[src/rtl/memory_bus_controller_if.sv]
// Bus bundle between a CPU-side requester, the memory bus controller and its
// SRAM / IO targets.
//   CPU side : MemAddr, MemRead, MemWrite, LoadHalf, SaveHalf, MemWriteData -> controller
//              MemReadData, MemOK, bus_err <- controller
//   SRAM side: sram_en, sram_we, sram_addr, sram_wdata <- controller; sram_rdata -> controller
//   IO side  : io_req, io_we, io_addr, io_wdata <- controller; io_rdata, io_ack -> controller
// modport slave is the controller's view; modport master is the environment's view
// (CPU plus memory/IO responders).
interface memory_bus_controller_if;
  logic [31:0] MemAddr;
  logic        MemRead;
  logic        MemWrite;
  logic        LoadHalf;
  logic        SaveHalf;
  logic [31:0] MemWriteData;
  logic [31:0] MemReadData;
  logic        MemOK;

  logic        sram_en;
  logic [3:0]  sram_we;
  logic [11:0] sram_addr;
  logic [31:0] sram_wdata;
  logic [31:0] sram_rdata;

  logic        io_req;
  logic        io_we;
  logic [13:0] io_addr;
  logic [31:0] io_wdata;
  logic [31:0] io_rdata;
  logic        io_ack;

  logic        bus_err;

  modport slave (
    input  MemAddr, MemRead, MemWrite, LoadHalf, SaveHalf, MemWriteData,
    input  sram_rdata, io_rdata, io_ack,
    output MemReadData, MemOK, bus_err,
    output sram_en, sram_we, sram_addr, sram_wdata,
    output io_req, io_we, io_addr, io_wdata
  );

  modport master (
    output MemAddr, MemRead, MemWrite, LoadHalf, SaveHalf, MemWriteData,
    output sram_rdata, io_rdata, io_ack,
    input  MemReadData, MemOK, bus_err,
    input  sram_en, sram_we, sram_addr, sram_wdata,
    input  io_req, io_we, io_addr, io_wdata
  );
endinterface

[src/rtl/memory_bus_controller.sv]
// Memory bus controller: turns CPU load/store requests into single-cycle SRAM
// accesses (addresses 0x0000_0000-0x0000_3FFF) or handshaked IO accesses
// (0x0000_4000-0x0000_7FFF). Anything else is unmapped and flags bus_err.
// Ports:
//   clk  - single clock, rising edge
//   rst  - asynchronous active-high reset
//   bus  - memory_bus_controller_if.slave (CPU, SRAM and IO signals)
// Parameters:
//   IO_TIMEOUT - max IO_REQ cycles waiting for io_ack
//   ERR_DATA   - load data returned when an IO read times out
module memory_bus_controller #(
  parameter int unsigned IO_TIMEOUT = 255,
  parameter logic [31:0] ERR_DATA   = 32'hDEADBEEF
) (
  input logic                    clk,
  input logic                    rst,
  memory_bus_controller_if.slave bus
);

  localparam int unsigned    CntW    = (IO_TIMEOUT > 1) ? $clog2(IO_TIMEOUT) : 1;
  localparam logic [CntW-1:0] CntLast = CntW'(IO_TIMEOUT - 1);

  typedef enum logic [2:0] {
    StIdle, StRamRd, StRamWait, StRamWr, StIoReq, StDone
  } state_t;

  state_t          state;
  logic            ignoreReq;  // swallow the strobe sampled right after DONE
  logic            isRead;
  logic            halfQ;
  logic            hiHalfQ;
  logic [CntW-1:0] timeoutCnt;

  logic            isRam;
  logic            isIo;
  logic [3:0]      wrMask;
  logic [31:0]     wrData;
  logic            unusedAddr;

  // Byte lane 0 select is meaningless on a 16/32-bit bus.
  assign unusedAddr = bus.MemAddr[0];

  always_comb begin
    isRam  = (bus.MemAddr[31:14] == 18'd0);
    isIo   = (bus.MemAddr[31:14] == 18'd1);
    wrData = bus.SaveHalf ? {2{bus.MemWriteData[15:0]}} : bus.MemWriteData;
    wrMask = !bus.SaveHalf ? 4'b1111 : (bus.MemAddr[1] ? 4'b1100 : 4'b0011);
  end

  function automatic logic [31:0] fmtLoad(input logic [31:0] word, input logic half,
                                          input logic hi);
    if (!half) return word;
    return hi ? {16'h0, word[31:16]} : {16'h0, word[15:0]};
  endfunction

  always_ff @(posedge clk or posedge rst) begin
    if (rst) begin
      state           <= StIdle;
      ignoreReq       <= 1'b0;
      isRead          <= 1'b0;
      halfQ           <= 1'b0;
      hiHalfQ         <= 1'b0;
      timeoutCnt      <= '0;
      bus.MemOK       <= 1'b0;
      bus.MemReadData <= '0;
      bus.bus_err     <= 1'b0;
      bus.sram_en     <= 1'b0;
      bus.sram_we     <= '0;
      bus.sram_addr   <= '0;
      bus.sram_wdata  <= '0;
      bus.io_req      <= 1'b0;
      bus.io_we       <= 1'b0;
      bus.io_addr     <= '0;
      bus.io_wdata    <= '0;
    end else begin
      bus.MemOK   <= 1'b0;
      bus.sram_en <= 1'b0;
      unique case (state)
        StIdle: begin
          if (ignoreReq) begin
            ignoreReq <= 1'b0;
          end else if (bus.MemWrite || bus.MemRead) begin
            // Everything the access needs is latched here; later input changes are ignored.
            isRead  <= !bus.MemWrite;
            halfQ   <= bus.LoadHalf;
            hiHalfQ <= bus.MemAddr[1];
            if (isRam) begin
              bus.sram_en   <= 1'b1;
              bus.sram_addr <= bus.MemAddr[13:2];
              if (bus.MemWrite) begin
                bus.sram_we    <= wrMask;
                bus.sram_wdata <= wrData;
                state          <= StRamWr;
              end else begin
                bus.sram_we <= 4'b0000;
                state       <= StRamRd;
              end
            end else if (isIo) begin
              bus.io_req   <= 1'b1;
              bus.io_we    <= bus.MemWrite;
              bus.io_addr  <= bus.MemAddr[13:0];
              bus.io_wdata <= wrData;
              timeoutCnt   <= '0;
              state        <= StIoReq;
            end else begin
              if (!bus.MemWrite) bus.MemReadData <= '0;
              bus.bus_err <= 1'b1;
              bus.MemOK   <= 1'b1;
              state       <= StDone;
            end
          end
        end
        StRamRd: begin
          state <= StRamWait;
        end
        StRamWait: begin
          bus.MemReadData <= fmtLoad(bus.sram_rdata, halfQ, hiHalfQ);
          bus.MemOK       <= 1'b1;
          state           <= StDone;
        end
        StRamWr: begin
          bus.sram_we <= 4'b0000;
          bus.MemOK   <= 1'b1;
          state       <= StDone;
        end
        StIoReq: begin
          // An ack in the final allowed cycle wins over the timeout.
          if (bus.io_ack) begin
            if (isRead) bus.MemReadData <= fmtLoad(bus.io_rdata, halfQ, hiHalfQ);
            bus.io_req <= 1'b0;
            bus.io_we  <= 1'b0;
            bus.MemOK  <= 1'b1;
            state      <= StDone;
          end else if (timeoutCnt == CntLast) begin
            if (isRead) bus.MemReadData <= ERR_DATA;
            bus.bus_err <= 1'b1;
            bus.io_req  <= 1'b0;
            bus.io_we   <= 1'b0;
            bus.MemOK   <= 1'b1;
            state       <= StDone;
          end else begin
            timeoutCnt <= timeoutCnt + CntW'(1);
          end
        end
        StDone: begin
          ignoreReq <= 1'b1;
          state     <= StIdle;
        end
        default: begin
          state <= StIdle;
        end
      endcase
    end
  end

endmodule

[src/flat_wrapper.sv]
// flat-port wrapper written by rule: the top's interface ports become plain ports
module memory_bus_controller_flat 
#(
  parameter int unsigned IO_TIMEOUT = 255,
  parameter logic [31:0] ERR_DATA   = 32'hDEADBEEF
)
  (clk, rst, bus_MemAddr, bus_MemRead, bus_MemWrite, bus_LoadHalf, bus_SaveHalf, bus_MemWriteData, bus_sram_rdata, bus_io_rdata, bus_io_ack, bus_MemReadData, bus_MemOK, bus_bus_err, bus_sram_en, bus_sram_we, bus_sram_addr, bus_sram_wdata, bus_io_req, bus_io_we, bus_io_addr, bus_io_wdata);
  memory_bus_controller_if bus_i ();
  input logic clk;
  input logic rst;
  input wire logic [$bits(bus_i.MemAddr)-1:0] bus_MemAddr;
  input wire logic [$bits(bus_i.MemRead)-1:0] bus_MemRead;
  input wire logic [$bits(bus_i.MemWrite)-1:0] bus_MemWrite;
  input wire logic [$bits(bus_i.LoadHalf)-1:0] bus_LoadHalf;
  input wire logic [$bits(bus_i.SaveHalf)-1:0] bus_SaveHalf;
  input wire logic [$bits(bus_i.MemWriteData)-1:0] bus_MemWriteData;
  input wire logic [$bits(bus_i.sram_rdata)-1:0] bus_sram_rdata;
  input wire logic [$bits(bus_i.io_rdata)-1:0] bus_io_rdata;
  input wire logic [$bits(bus_i.io_ack)-1:0] bus_io_ack;
  output wire logic [$bits(bus_i.MemReadData)-1:0] bus_MemReadData;
  output wire logic [$bits(bus_i.MemOK)-1:0] bus_MemOK;
  output wire logic [$bits(bus_i.bus_err)-1:0] bus_bus_err;
  output wire logic [$bits(bus_i.sram_en)-1:0] bus_sram_en;
  output wire logic [$bits(bus_i.sram_we)-1:0] bus_sram_we;
  output wire logic [$bits(bus_i.sram_addr)-1:0] bus_sram_addr;
  output wire logic [$bits(bus_i.sram_wdata)-1:0] bus_sram_wdata;
  output wire logic [$bits(bus_i.io_req)-1:0] bus_io_req;
  output wire logic [$bits(bus_i.io_we)-1:0] bus_io_we;
  output wire logic [$bits(bus_i.io_addr)-1:0] bus_io_addr;
  output wire logic [$bits(bus_i.io_wdata)-1:0] bus_io_wdata;
  assign bus_i.MemAddr = bus_MemAddr;
  assign bus_i.MemRead = bus_MemRead;
  assign bus_i.MemWrite = bus_MemWrite;
  assign bus_i.LoadHalf = bus_LoadHalf;
  assign bus_i.SaveHalf = bus_SaveHalf;
  assign bus_i.MemWriteData = bus_MemWriteData;
  assign bus_i.sram_rdata = bus_sram_rdata;
  assign bus_i.io_rdata = bus_io_rdata;
  assign bus_i.io_ack = bus_io_ack;
  assign bus_MemReadData = bus_i.MemReadData;
  assign bus_MemOK = bus_i.MemOK;
  assign bus_bus_err = bus_i.bus_err;
  assign bus_sram_en = bus_i.sram_en;
  assign bus_sram_we = bus_i.sram_we;
  assign bus_sram_addr = bus_i.sram_addr;
  assign bus_sram_wdata = bus_i.sram_wdata;
  assign bus_io_req = bus_i.io_req;
  assign bus_io_we = bus_i.io_we;
  assign bus_io_addr = bus_i.io_addr;
  assign bus_io_wdata = bus_i.io_wdata;
  memory_bus_controller #(.IO_TIMEOUT(IO_TIMEOUT), .ERR_DATA(ERR_DATA)) u_core (.clk(clk), .rst(rst), .bus(bus_i));
endmodule
[config.mk]
export PLATFORM = sky130hd
export DESIGN_NAME = memory_bus_controller_flat
export DESIGN_NICKNAME = d
export VERILOG_FILES = /design/src/rtl/memory_bus_controller_if.sv /design/src/rtl/memory_bus_controller.sv /design/src/flat_wrapper.sv
export SDC_FILE = /design/constraint.sdc
export NUM_CORES = 1
export LEC_CHECK = 0
export ABC_AREA = 1
export CAP_MARGIN = 20
export CORE_ASPECT_RATIO = 1.1
export CORE_MARGIN = 1
export CORE_UTILIZATION = 30
export DETAILED_ROUTE_END_ITERATION = 7
export PLACE_DENSITY = 0.57
export REMOVE_ABC_BUFFERS = 1
export SYNTH_ARGS = -nofsm -noshare
export SYNTH_HDL_FRONTEND = slang
export SYNTH_SLANG_ARGS = --single-unit
[constraint.sdc]
create_clock -name clk -period 5.1 [get_ports clk]
set_input_delay 1.02 -clock clk [delete_from_list [all_inputs] [get_ports clk]]
set_output_delay 1.02 -clock clk [all_outputs]
set_load 0.01 [all_outputs]
==> results.sh, run 1 <==
export IMPL_htree_levels=4
export IMPL_mostFrequentLayoutCells="nand2_1, clkdlybuf4s50_1, nand3_1"
export IMPL_power_leakage_nw=5.18
export IMPL_synth_top_area_share_pct=50.3
export IMPL_drtPass1Iterations=5
export IMPL_nets=1330
export IMPL_worstHoldPathType="reg -> reg"
export IMPL_relSlewSlack_pct=32.0
export IMPL_die_h_um=164
export IMPL_min_to="u_core.bus.MemReadData[30]$_DFFE_PP0P_"
export IMPL_rsz0062_at_grt="false"
export IMPL_clkSinkCount=144
export IMPL_clock_latency_ps=430
export IMPL_fp_row_count=58
export IMPL_pre_cts_slack_ps=1430
export IMPL_cts_buffers=17
export IMPL_avgViaCountPerCell=4.76
export IMPL_reg2reg_depth=7
export IMPL_start_kind="input pin"
export IMPL_wl_per_cell_um=16.4
export IMPL_hold_start="u_core.bus.MemReadData[30]$_DFFE_PP0P_"
export IMPL_cts_setup_buffers=0
export IMPL_grt_pass1_vias=6754
export IMPL_drive_gt1_share_pct=5.22
export IMPL_skew_ps=9.75
export IMPL_setup_tns_ps=0
export IMPL_synth_top_area_cell="dfrtp_1"
export IMPL_status="complete, no violations"
export IMPL_syn_to_final_growth_pct=47.3
export IMPL_drt_iter0_markers=436
export IMPL_grt_usage_pct=20.4
export IMPL_cp_arrival_ps=3490
export IMPL_hold_viol=0
export IMPL_reg2reg_setup_slack_ps=1920
export IMPL_r2r_start="u_core.state[0]$_DFFE_PP0P_"
export IMPL_grt_overflow=0
export IMPL_yosysSeqAreaShare_pct=50.3
export IMPL_io_pins=266
export IMPL_ant_nets=0
export IMPL_ys_seq_elements=144
export IMPL_cp_end_kind="register"
export IMPL_dieArea_sq_um=24500
export IMPL_fmax_ghz=0.314
export IMPL_core_sq_um=23100
export IMPL_final_area_sq_um=10600
export IMPL_final_common_cell="nand2_1"
export IMPL_drv_slew=0
export IMPL_worstPathRequired_ps=5410
export IMPL_netlist_area_sq_um=7170
export IMPL_initial_utilization_pct=31.0
export IMPL_grt_start_max_net_pins=89
export IMPL_grt_pass1_wl_mm=38.2
export IMPL_avgSynthCellArea_sq_um=7.49
export IMPL_dp_final_hpwl_mm=16.7
export IMPL_power_density_nw_per_um2=370
export IMPL_die_w_um=149
export IMPL_max_cap_violations=0
export IMPL_root_buffer="clkbuf_16"
export IMPL_r2r_end="u_core.timeoutCnt[5]$_DFFE_PP0P_"
export IMPL_gp_congestion=0.790
export IMPL_drc=0
export IMPL_min_path_cells=2
export IMPL_netlist_instances=957
export IMPL_port_buffers=265
export IMPL_antenna_found_initial=1
export IMPL_period_share_pct=62.4
export IMPL_yosys_top_cells_area="dfrtp_1, nand2_1, nand3_1"
export IMPL_yosys_warnings=0
export IMPL_fin_crit_ps=3180
export IMPL_worst_slew_pin_slew_ps=1020
export IMPL_path_clk_slew_ps=70
export IMPL_clockBufferDepth=2
export IMPL_setup_viol=0
export IMPL_critPathKind="in -> reg"
export IMPL_tritoncts="built"
export IMPL_holdBufCountCts=0
export IMPL_synth_cell_types=30
export IMPL_cts_resized=0
export IMPL_placed_cell_area_sq_um=9980
export IMPL_cp_max_fo=47
export IMPL_finalWirelength_mm=24.7
export IMPL_setup_ws_ps=1920
export IMPL_irDropWorstVdd_uv=237
export IMPL_num_vias=7172
worst max-delay path, cell delays in order:
cell             delay, ps
clkdlybuf4s50_1        420
or2_1                  270
nor2_1                 100
nand3_1                100
inv_1                   60
buf_4                  440
nand2_2                700
nand2_1                250
nand2_1                 70
synth_stat cells (all sizes together):
master and number:
nand4 10, dfrtp 144, clkinv 1, nand3 147, nor2 55, o31ai 2, clkbuf 20, xor2 1
or2 2, inv 38, a21oi 15, ha 2, o22ai 10, o21ai 45, xnor2 1, nand2 426
buf 38
report_power, final:
group	total [mW]	leakage, nW	internal, mW	switching [mW]
registers	1.33	1.97	1.26	0.0735
logic	1.33	2.93	0.464	0.871
clock network	1.24	0.276	0.687	0.551
total	3.91	5.18	2.41	1.50
through the flow:
stage          std cells  total power, mW  hold slack [ps]  util (%)
2_1_floorplan        899             2.09              449         -
3_3_place_gp        1474             2.69              451      43.1
3_5_place_dp        1474             2.69              457      43.1
4_1_cts             1506             3.95              474      45.6
5_1_grt             1507             4.15              481      45.6
6_report            1507             3.91              470      45.6
state kept, by name, summed over array words and instances (netlist names):
name / flops
u_core.halfQ: 1
u_core.bus.sram_we: 2
u_core.hiHalfQ: 1
u_core.bus.io_we: 1
u_core.bus.io_wdata: 32
u_core.ignoreReq: 1
u_core.bus.io_req: 1
u_core.bus.sram_en: 1
u_core.isRead: 1
u_core.bus.bus_err: 1
u_core.bus.MemReadData: 32
u_core.state: 3
u_core.bus.io_addr: 14
u_core.timeoutCnt: 8
u_core.bus.MemOK: 1
u_core.bus.sram_wdata: 32
u_core.bus.sram_addr: 12
cell families (layout without fill, tap and decap cells):
family | Yosys count | count (layout) | share of synthesized area [%]
fa+ha+maj | 2 | 2 | 0.349
xor+xnor | 2 | 2 | 0.244
buf+inv | 97 | 346 | 6.23
simple gates | 640 | 640 | 37.6
other cells | 0 | 1 | 0
compound gates | 72 | 72 | 5.32
flops | 144 | 144 | 50.3
per-layer routing:
layer  global-route usage [%]  routed length [um]
met5                        0                   0
met4                     8.81                 855
met3                     3.53                1190
met2                     33.6               11900
met1                     26.1               10700
how the worst max path moves through the flow:
stage | from | end | cells after the start
after floorplan | rst | u_core.bus.MemOK$_DFF_PP0_ | 1
after global placement | bus_MemAddr[16] | u_core.bus.io_wdata[16]$_DFFE_PP0P_ | 9
after detailed placement | bus_MemAddr[16] | u_core.bus.io_wdata[17]$_DFFE_PP0P_ | 9
after CTS | bus_MemAddr[16] | u_core.bus.io_wdata[17]$_DFFE_PP0P_ | 9
after global routing | u_core.state[0]$_DFFE_PP0P_ | u_core.timeoutCnt[0]$_DFFE_PP0P_ | 7
final | bus_MemAddr[16] | u_core.bus.io_addr[10]$_DFFE_PP0P_ | 9
final cells by class:
cell class              count  area, sq um
diodes                      1         2.50
clock buffers              17          425
clock inverters            15          150
fillers                  2306        12600
inverters                  39          151
multi-input cells         716         3120
flip-flops and latches    144         3600
well taps                 300          375
repair buffers            275         2730
No activity file was read; power rests on OpenSTA's default activity.
==> inputs of run 2 (changes only) <==
PLACE_DENSITY = 0.55   (was 0.57)
clock period = 3.2 ns   (was 5.1 ns; I/O delays follow)
==> run 2 against run 1 <==
  * Count of clock-buffer cells in the layout is the same
  * Final cell count rose by 0.80%
  * Hold slack lost 2.4 ps
  * Critical path type is now reg -> reg
  * First-iteration DRC count decreased by 24%
  * Register-to-register slack worse by 1000 ps
  * Clock skew up 2.4 ps
  * Die area did not move
  * Critical path depth rose by 2
  * Flip-flop and latch count unchanged
==> results.sh, run 2 (synthesis gave the netlist of run 1 again) <==
export IMPL_fin_crit_ps=2310
export IMPL_cp_buffers_inverters=1
export IMPL_power_density_nw_per_um2=584
export IMPL_antenna_cells=0
export IMPL_slowest_stage="dfrtp_1"
export IMPL_clockBufferDepth=2
export IMPL_drive_gt1_share_pct=6.23
export IMPL_root_buffer="clkbuf_16"
export IMPL_cp_arrival_ps=2630
export IMPL_nets=1343
export IMPL_period_share_pct=72.3
export IMPL_finalWirelength_mm=24.9
export IMPL_swShare_pct=37.7
export IMPL_avgViaCountPerCell=4.78
export IMPL_drv_slew=0
export IMPL_cts_buffers=17
export IMPL_p_sw_mw=2.35
export IMPL_p_clk_share_pct=31.2
export IMPL_fin_total_pwr_mw=6.24
export IMPL_worstHoldPathType="reg -> reg"
export IMPL_relSlewSlack_pct=37.0
export IMPL_cts_resized=0
export IMPL_grt_pass1_wl_mm=39.3
export IMPL_grt_overflow=0
export IMPL_p_seq_share_pct=34.3
export IMPL_num_vias=7257
export IMPL_reg_top3="u_core.bus.MemReadData: 32 flops, u_core.bus.io_wdata: 32 flops, u_core.bus.sram_wdata: 32 flops"
export IMPL_cpMostUsedCell="nand2_1"
export IMPL_final_common_cell="nand2_1"
export IMPL_path_clk_slew_ps=70
export IMPL_antenna_found_initial=0
export IMPL_wl_per_cell_um=16.4
export IMPL_status="complete, no violations"
export IMPL_cp_end_kind="register"
export IMPL_p_int_mw=3.89
export IMPL_start_kind="register"
export IMPL_critPathKind="reg -> reg"
export IMPL_grt_pass1_vias=6946
export IMPL_cts_setup_buffers=0
export IMPL_gp_congestion=0.856
export IMPL_comb_power_share_pct=34.5
export IMPL_hold_viol=0
export IMPL_power_leakage_nw=5.26
export IMPL_clock_latency_ps=430
export IMPL_grt_start_max_net_pins=59
export IMPL_core_sq_um=23100
export IMPL_mostFrequentLayoutCells="nand2_1, clkdlybuf4s50_1, nand3_1"
export IMPL_worstPathRequired_ps=3520
export IMPL_io_pins=266
export IMPL_max_cap_violations=0
export IMPL_tritoncts="built"
export IMPL_clkSinkCount=144
export IMPL_syn_to_final_growth_pct=49.0
export IMPL_ant_nets=0
export IMPL_die_w_um=149
export IMPL_critPathTopFamily="simple AND/OR/NAND/NOR gates"
export IMPL_crit_path_max_incr_delay_ps=450
export IMPL_irDropWorstVdd_uv=341
export IMPL_grt_usage_pct=20.9
export IMPL_fmax_ghz=0.432
export IMPL_cp_cell_sequence="inv_1 -> ha_1 -> nand2_1 -> nor2_1 -> nand2_2 -> nand2_2 -> nand2_4 -> nor2_8 -> nand2_4 -> nand2_1 -> nand2_1"
export IMPL_setup_viol=0
export IMPL_holdBufCountCts=0
export IMPL_dieArea_sq_um=24500
export IMPL_skew_ps=12.2
export IMPL_drtPass1Iterations=4
export IMPL_drt_iter0_markers=332
export IMPL_fp_row_count=58
export IMPL_worst_slew_pin_slew_ps=944
export IMPL_htree_levels=4
export IMPL_cp_max_fo=33
export IMPL_drc=0
export IMPL_utilization_pct=46.1
export IMPL_initial_utilization_pct=31.0
export IMPL_dp_final_hpwl_mm=17.6
export IMPL_rsz0062_at_grt="false"
export IMPL_die_h_um=164
export IMPL_port_buffers=265
## run 2: power groups by stage
stage          logic, mW  registers [mW]  clock network (mW)
3_5_place_dp        2.18            2.16                   0
3_3_place_gp        2.16            2.17                   0
6_report            2.15            2.14                1.95
5_1_grt             2.40            2.16                2.07
4_1_cts             2.19            2.14                1.99
2_1_floorplan       1.12            2.20                   0
## run 2: worst register-to-register path, cell delays in order (launching register included)
cell and delay, ps:
dfrtp_1 450, inv_1 110, ha_1 150, nand2_1 50, nor2_1 170, nand2_2 90
nand2_2 110, nand2_4 90, nor2_8 420, nand2_4 350, nand2_1 160, nand2_1 60
## run 2: worst paths after layout
path,from,end,slack [ps],cells after the start
max,u_core.timeoutCnt[0]$_DFFE_PP0P_,u_core.bus.MemReadData[25]$_DFFE_PP0P_,890,11
min,u_core.bus.sram_wdata[28]$_DFFE_PP0P_,u_core.bus.sram_wdata[28]$_DFFE_PP0P_,470,2
max reg2reg,u_core.timeoutCnt[0]$_DFFE_PP0P_,u_core.bus.MemReadData[25]$_DFFE_PP0P_,890,11
min reg2reg,u_core.bus.sram_wdata[28]$_DFFE_PP0P_,u_core.bus.sram_wdata[28]$_DFFE_PP0P_,470,2
max in group asynchronous,rst,u_core.bus.sram_we[2]$_DFFE_PP0P_,1870,3
min in group asynchronous,rst,u_core.bus.sram_addr[6]$_DFFE_PP0P_,670,2
## run 2: routing by layer
metal | up-vias | track usage, % | wire [um]
met3 | 47 | 3.36 | 1330
li1 | 3562 | - | -
met1 | 3395 | 27.3 | 10700
met4 | 0 | 9.51 | 886
met2 | 253 | 33.8 | 12000
met5 | - | 0 | 0
## run 2: stage by stage
stage	instances	hold slack, ps	TNS, ps	setup slack (ps)	instance area (sq um)
5_1_grt	1519	483	0	620	10700
2_1_floorplan	899	449	-188100	-1310	6870
3_5_place_dp	1487	455	0	418	10100
6_report	1519	468	0	886	10700
4_1_cts	1519	473	0	841	10700
3_3_place_gp	1487	453	0	508	10100
## run 2: layout make-up
cell class	count	area, sq um
Fill cell	2345	12500
Sequential cell	144	3600
Multi-Input combinational cell	716	3120
Timing Repair Buffer	288	2850
Clock buffer	17	425
Tap cell	300	375
Inverter	39	151
Clock inverter	15	150
